File: config.mk
export PLATFORM = sky130hd
export DESIGN_NAME = uart_rx_cfg
export DESIGN_NICKNAME = d
export VERILOG_FILES = /design/src/rtl/uart_pkg.sv /design/src/rtl/uart_sync2.sv /design/src/rtl/uart_rx_cfg.sv
export SDC_FILE = /design/constraint.sdc
export NUM_CORES = 1
export LEC_CHECK = 0
export CORE_ASPECT_RATIO = 1.4
export CORE_MARGIN = 2
export CORE_UTILIZATION = 55
export CTS_BUF_LIST = sky130_fd_sc_hd__clkbuf_16
export DETAILED_ROUTE_END_ITERATION = 8
export GPL_TIMING_DRIVEN = 1
export PLACE_DENSITY = 0.76
export SYNTH_ARGS = -nofsm -noshare
export SYNTH_HDL_FRONTEND = slang
export SYNTH_SLANG_ARGS = --single-unit
File: constraint.sdc
create_clock -name i_Clock -period 2.21 [get_ports i_Clock]
set_input_delay 0.442 -clock i_Clock [delete_from_list [all_inputs] [get_ports i_Clock]]
set_output_delay 0.442 -clock i_Clock [all_outputs]
set_load 0.01 [all_outputs]
File: src/rtl/uart_pkg.sv
// Shared types and constants for the configurable UART receiver.
// Holds the FSM state type, parity-mode encodings and the parameter-legality check.
package uart_pkg;

    typedef enum logic [2:0] {
        StIdle,
        StStart,
        StData,
        StParity,
        StStop,
        StWaitHigh
    } uart_state_e;

    localparam int unsigned PAR_NONE = 0;
    localparam int unsigned PAR_ODD  = 1;
    localparam int unsigned PAR_EVEN = 2;

    function automatic bit uart_cfg_legal(input int unsigned cpb, input int unsigned db,
                                          input int unsigned pm, input int unsigned sb);
        return (cpb >= 8) && (cpb <= 65535) && (db >= 5) && (db <= 9) &&
               (pm <= PAR_EVEN) && ((sb == 1) || (sb == 2));
    endfunction

endpackage

File: src/rtl/uart_sync2.sv
// Two-flop synchronizer for the asynchronous serial line; resets to the idle (high) level.
module uart_sync2 (
    input  logic clk_i,
    input  logic rst_ni,
    input  logic d_i,
    output logic q_o
);

    logic meta_q;
    logic sync_q;

    always_ff @(posedge clk_i or negedge rst_ni) begin
        if (!rst_ni) begin
            meta_q <= 1'b1;
            sync_q <= 1'b1;
        end else begin
            meta_q <= d_i;
            sync_q <= meta_q;
        end
    end

    assign q_o = sync_q;

endmodule

File: src/rtl/uart_rx_cfg.sv
// Configurable UART receiver: 5..9 data bits, none/odd/even parity, 1 or 2 stop bits.
// Define UART_RX_MAJORITY_EN to take every sample as a 2-of-3 vote around the bit centre.
module uart_rx_cfg
    import uart_pkg::*;
#(
    parameter int unsigned CLKS_PER_BIT = 217,
    parameter int unsigned DATA_BITS    = 8,
    parameter int unsigned PARITY_MODE  = 0,
    parameter int unsigned STOP_BITS    = 1
) (
    input  logic                 i_Clock,
    input  logic                 i_Rst_L,
    input  logic                 i_RX_Serial,
    output logic                 o_RX_DV,
    output logic [DATA_BITS-1:0] o_RX_Byte,
    output logic                 o_Parity_Err,
    output logic                 o_Frame_Err,
    output logic                 o_Busy
);

    localparam int unsigned CW = $clog2(CLKS_PER_BIT);
    localparam logic [CW-1:0] CNT_LAST = CW'(CLKS_PER_BIT - 1);
`ifdef UART_RX_MAJORITY_EN
    // The vote needs the mid+1 value, so the decision lands one clock after the centre.
    localparam logic [CW-1:0] CNT_MID = CW'((CLKS_PER_BIT - 1) / 2 + 1);
`else
    localparam logic [CW-1:0] CNT_MID = CW'((CLKS_PER_BIT - 1) / 2);
`endif
    localparam logic [3:0] BIT_LAST  = 4'(DATA_BITS - 1);
    localparam logic [3:0] STOP_LAST = 4'(STOP_BITS - 1);

    if (!uart_cfg_legal(CLKS_PER_BIT, DATA_BITS, PARITY_MODE, STOP_BITS)) begin : g_bad_cfg
        $error("uart_rx_cfg: illegal parameter combination");
    end

    logic rx_sync;
    logic samp;

    uart_sync2 u_sync (
        .clk_i  (i_Clock),
        .rst_ni (i_Rst_L),
        .d_i    (i_RX_Serial),
        .q_o    (rx_sync)
    );

`ifdef UART_RX_MAJORITY_EN
    if (CLKS_PER_BIT < 8) begin : g_bad_maj
        $error("uart_rx_cfg: majority sampling needs CLKS_PER_BIT >= 8");
    end

    logic hist1_q;
    logic hist2_q;

    always_ff @(posedge i_Clock or negedge i_Rst_L) begin
        if (!i_Rst_L) begin
            hist1_q <= 1'b1;
            hist2_q <= 1'b1;
        end else begin
            hist1_q <= rx_sync;
            hist2_q <= hist1_q;
        end
    end

    assign samp = (rx_sync & hist1_q) | (rx_sync & hist2_q) | (hist1_q & hist2_q);
`else
    assign samp = rx_sync;
`endif

    uart_state_e          state_q;
    logic [CW-1:0]        cnt_q;
    logic [3:0]           bit_cnt_q;
    logic [DATA_BITS-1:0] shift_q;
    logic                 par_bit_q;
    logic                 ferr_acc_q;
    logic                 dv_q;
    logic [DATA_BITS-1:0] byte_q;
    logic                 perr_q;
    logic                 ferr_q;
    logic                 perr_calc;
    logic                 ferr_calc;

    always_comb begin
        perr_calc = 1'b0;
        if (PARITY_MODE == PAR_ODD) begin
            perr_calc = (^{shift_q, par_bit_q}) != 1'b1;
        end else if (PARITY_MODE == PAR_EVEN) begin
            perr_calc = (^{shift_q, par_bit_q}) != 1'b0;
        end
    end

    assign ferr_calc = ferr_acc_q | ~samp;

    always_ff @(posedge i_Clock or negedge i_Rst_L) begin
        if (!i_Rst_L) begin
            state_q    <= StIdle;
            cnt_q      <= '0;
            bit_cnt_q  <= '0;
            shift_q    <= '0;
            par_bit_q  <= 1'b0;
            ferr_acc_q <= 1'b0;
            dv_q       <= 1'b0;
            byte_q     <= '0;
            perr_q     <= 1'b0;
            ferr_q     <= 1'b0;
        end else begin
            dv_q <= 1'b0;
            unique case (state_q)
                StIdle: begin
                    cnt_q     <= '0;
                    bit_cnt_q <= '0;
                    if (!rx_sync) begin
                        state_q <= StStart;
                    end
                end
                StStart: begin
                    if (cnt_q == CNT_MID) begin
                        cnt_q      <= '0;
                        ferr_acc_q <= 1'b0;
                        state_q    <= samp ? StIdle : StData;
                    end else begin
                        cnt_q <= cnt_q + CW'(1);
                    end
                end
                StData: begin
                    if (cnt_q == CNT_LAST) begin
                        cnt_q   <= '0;
                        shift_q <= {samp, shift_q[DATA_BITS-1:1]};
                        if (bit_cnt_q == BIT_LAST) begin
                            bit_cnt_q <= '0;
                            state_q   <= (PARITY_MODE != PAR_NONE) ? StParity : StStop;
                        end else begin
                            bit_cnt_q <= bit_cnt_q + 4'd1;
                        end
                    end else begin
                        cnt_q <= cnt_q + CW'(1);
                    end
                end
                StParity: begin
                    if (cnt_q == CNT_LAST) begin
                        cnt_q     <= '0;
                        par_bit_q <= samp;
                        state_q   <= StStop;
                    end else begin
                        cnt_q <= cnt_q + CW'(1);
                    end
                end
                StStop: begin
                    if (cnt_q == CNT_LAST) begin
                        cnt_q <= '0;
                        if (bit_cnt_q == STOP_LAST) begin
                            bit_cnt_q <= '0;
                            dv_q      <= 1'b1;
                            byte_q    <= shift_q;
                            perr_q    <= perr_calc;
                            ferr_q    <= ferr_calc;
                            state_q   <= ferr_calc ? StWaitHigh : StIdle;
                        end else begin
                            ferr_acc_q <= ferr_calc;
                            bit_cnt_q  <= bit_cnt_q + 4'd1;
                        end
                    end else begin
                        cnt_q <= cnt_q + CW'(1);
                    end
                end
                StWaitHigh: begin
                    // Break handling: any low restarts the full-bit high qualification.
                    if (!rx_sync) begin
                        cnt_q <= '0;
                    end else if (cnt_q == CNT_LAST) begin
                        cnt_q   <= '0;
                        state_q <= StIdle;
                    end else begin
                        cnt_q <= cnt_q + CW'(1);
                    end
                end
                default: state_q <= StIdle;
            endcase
        end
    end

    assign o_RX_DV      = dv_q;
    assign o_RX_Byte    = byte_q;
    assign o_Parity_Err = perr_q;
    assign o_Frame_Err  = ferr_q;
    assign o_Busy       = (state_q != StIdle);

endmodule

==> impl_metrics.tcl <==
set metrics [dict create \
    p_comb_frac 0.015 \
    io_pins 15 \
    area_delta_synth_final_pct 18.1 \
    tightest_slew_ns 0.600 \
    fin_hold_ws_ns 0.355 \
    nNetsFinal 192 \
    fin_skew_ns 0.00459 \
    worst_setup_path_start_kind "register" \
    slew_violations 0 \
    max-cap-violations 0 \
    cts_buffers 5 \
    drt_iter0_markers 32 \
    clk_root_buffer_cell "clkbuf_16" \
    seq_area_frac_synth 0.496 \
    htree_levels 2 \
    p_int_mw 1.08 \
    layout-drive-gt1-share 0.215 \
    die-area_um2 3800 \
    drt-pass1-iter-count 4 \
    avgRoutedWirePerCell_um 16.4 \
    ys_ff_latch 36 \
    clockBufferDepth 2 \
    routed_wl_mm 3.69 \
    cp-end-kind "output pin" \
    p_seq_frac 0.490 \
    vias 1307 \
    synth_edf_count 0 \
    fin_crit_sh 0.966 \
    drc 0 \
    chipWidth_um 52.7 \
    grt_usage 0.223 \
    vdd_drop_max_uv 652 \
    r2r_end "cnt_q[5]" \
    setup_viol 0 \
    status "finished, final reports clean" \
    power_frac_clock 0.495 \
    rsz0062_at_grt "no" \
    hold_viol 0 \
    min_from "u_sync.meta_q" \
    final_antenna_net_count 0 \
    cts_sinks 36 \
    start_util 0.578 \
    synth_async_sr_flop_share 1.00 \
    vias_per_cell 5.81 \
    fp.coreArea_um2 3150 \
    critPathCapture "o_Busy" \
    die_h_um 72.1 \
    synthFlopType "dfrtp_1" \
    p_sw_mw 0.280 \
    cp_data_arrival_time_ns 1.69 \
    cp-startpoint "state_q[1]" \
    reg2regPathDepth 7 \
    p_sw_frac 0.206 \
    synth_cell_types 45 \
    syn_nets 175 \
    r2r_start "cnt_q[0]" \
    grt_max_degree 37 \
    ctsHoldBuffers 0 \
    clkTransAtPathRegs_ns 0.05 \
    clk_latency_ns 0.28 \
    final_cell_mix "dfrtp_1 (33), mux2_2 (16), nor2_1 (14), clkdlybuf4s50_1 (13), o21ai_0 (10)" \
    antenna_found_initial 0 \
    cts_tree "yes" \
    max_clock_freq_mhz 469 \
    globalRouteOverflowTotal 0 \
    min_period_ns 2.13 \
    p_leak_nw 1.00 \
    r2r_slack_ns 0.13 \
    synthCells 168 \
    portBuffers 13 \
    num_antenna_cells 0 \
    synthesis.area_um2 1820 \
    gp_congestion 0.877 \
    p_per_area_nw_per_um2 631 \
    dp_hpwl_mm 2.51 \
    min_path_type "register to register" \
    fp-row-count 24 \
    crit_fanout 15 \
    final_common_cell "dfrtp_1" \
    ys_warn_count 0 \
    cp.required_ns 1.77 \
    critPathKind "register to output pin" \
    fin_tns_setup_ns 0 \
    grt_pass1_vias 1291 \
    fillerInstances 251 \
    grt_first_pass_wirelength_mm 6.12 \
    relSlewSlack 0.597 \
    synth.avg_cell_area_um2 10.9 \
]
==> cell usage after synthesis (2+ instances only) <==
| cell type | instances | area, µm² |
|---|---|---|
| dfrtp_1 | 34 | 851 |
| mux2_2 | 16 | 180 |
| nor2_1 | 14 | 52.6 |
| o21ai_0 | 11 | 55.1 |
| nand2_1 | 9 | 33.8 |
| a21oi_1 | 8 | 40.0 |
| nand3_1 | 8 | 40.0 |
| inv_1 | 7 | 26.3 |
| nor3_1 | 6 | 30.0 |
| a31oi_1 | 4 | 25.0 |
| ha_1 | 4 | 50.1 |
| buf_6 | 3 | 33.8 |
| nand2b_1 | 3 | 18.8 |
| a21o_1 | 2 | 15.0 |
| a32o_1 | 2 | 20.0 |
| and3_1 | 2 | 12.5 |
| buf_4 | 2 | 15.0 |
| clkbuf_1 | 2 | 7.51 |
| dfstp_2 | 2 | 52.6 |
| mux2i_1 | 2 | 20.0 |
| nor3_4 | 2 | 32.5 |
| nor4_1 | 2 | 12.5 |
==> cell families after synthesis <==
| group | share of synthesized area |
|---|---|
| other | 0.00206 |
| multiplexers | 0.110 |
| flip-flops | 0.496 |
| adder cells (fa/ha/maj) | 0.0275 |
| buffers and inverters | 0.0453 |
| AND/OR/NAND/NOR | 0.177 |
| AO/OA/AOI/OAI | 0.138 |
| XOR/XNOR | 0.00481 |
==> flip-flops by register name (all words and copies together), names as in the netlist, 3 cells and up <==
name       flops
o_RX_Byte      8
state_q        3
shift_q        8
bit_cnt_q      4
cnt_q          8
==> power by group through the flow <==
stage / Clock, mW / Sequential (mW) / Combinational (mW)
floorplan: 0 / 0.676 / 0.00434
global placement: 0 / 0.676 / 0.0206
detailed placement: 0 / 0.676 / 0.0217
CTS: 0.689 / 0.665 / 0.0216
global route: 0.711 / 0.665 / 0.0241
finish: 0.672 / 0.665 / 0.0205
==> repair_timing <==
action                                  4_1_cts  5_1_grt
gates resized for setup                       0        4
buffers inserted                              0        1
endpoints found under the setup margin        0       20
==> layout make-up <==
type | instances | area, µm² | share of cell area
clock buffer | 5 | 125 | 0.0581
clock inverter | 3 | 15.0 | 0.00698
inverter | 7 | 26.3 | 0.0122
multi-input combinational | 118 | 847 | 0.394
sequential | 36 | 905 | 0.420
tap | 39 | 48.8 | 0.0227
timing repair buffer | 17 | 185 | 0.0860
==> per-layer routing <==
metal  wire, µm  track usage  share of wire  vias up
li1           -            -              -      638
met1       1560        0.283           0.42      636
met2       1910        0.351           0.52       26
met3        140       0.0638          0.038        7
met4         80       0.0997          0.022        0
met5          0            0              0        -
==> critical path, stage by stage (launching register included) <==
cell	delay [ns]
dfrtp_1	0.62
nor2_1	0.16
nand2_1	0.10
clkdlybuf4s50_1	0.53
==> through the flow <==
step                setup WS, ns  power (mW)  cell area [µm²]  utilization  instances
finish                    0.0757        1.36             2150        0.683        225
global route             0.00774        1.40             2150        0.683        225
CTS                      0.00952        1.37             2120        0.673        224
detailed placement        0.0324       0.698             1980        0.628        216
global placement           0.128       0.697             1980        0.628        216
floorplan                  0.239       0.680             1820            -        168
==> worst min-delay path by stage <==
stage | cells after the start | endpoint | slack [ns]
4_1_cts | 0 | u_sync.q_o | 0.36
6_report | 0 | u_sync.q_o | 0.35
3_3_place_gp | 0 | u_sync.q_o | 0.35
3_5_place_dp | 0 | u_sync.q_o | 0.35
2_1_floorplan | 0 | bit_cnt_q[0] | 0.15
5_1_grt | 0 | u_sync.q_o | 0.36
Power figures use the tool's default switching activity.
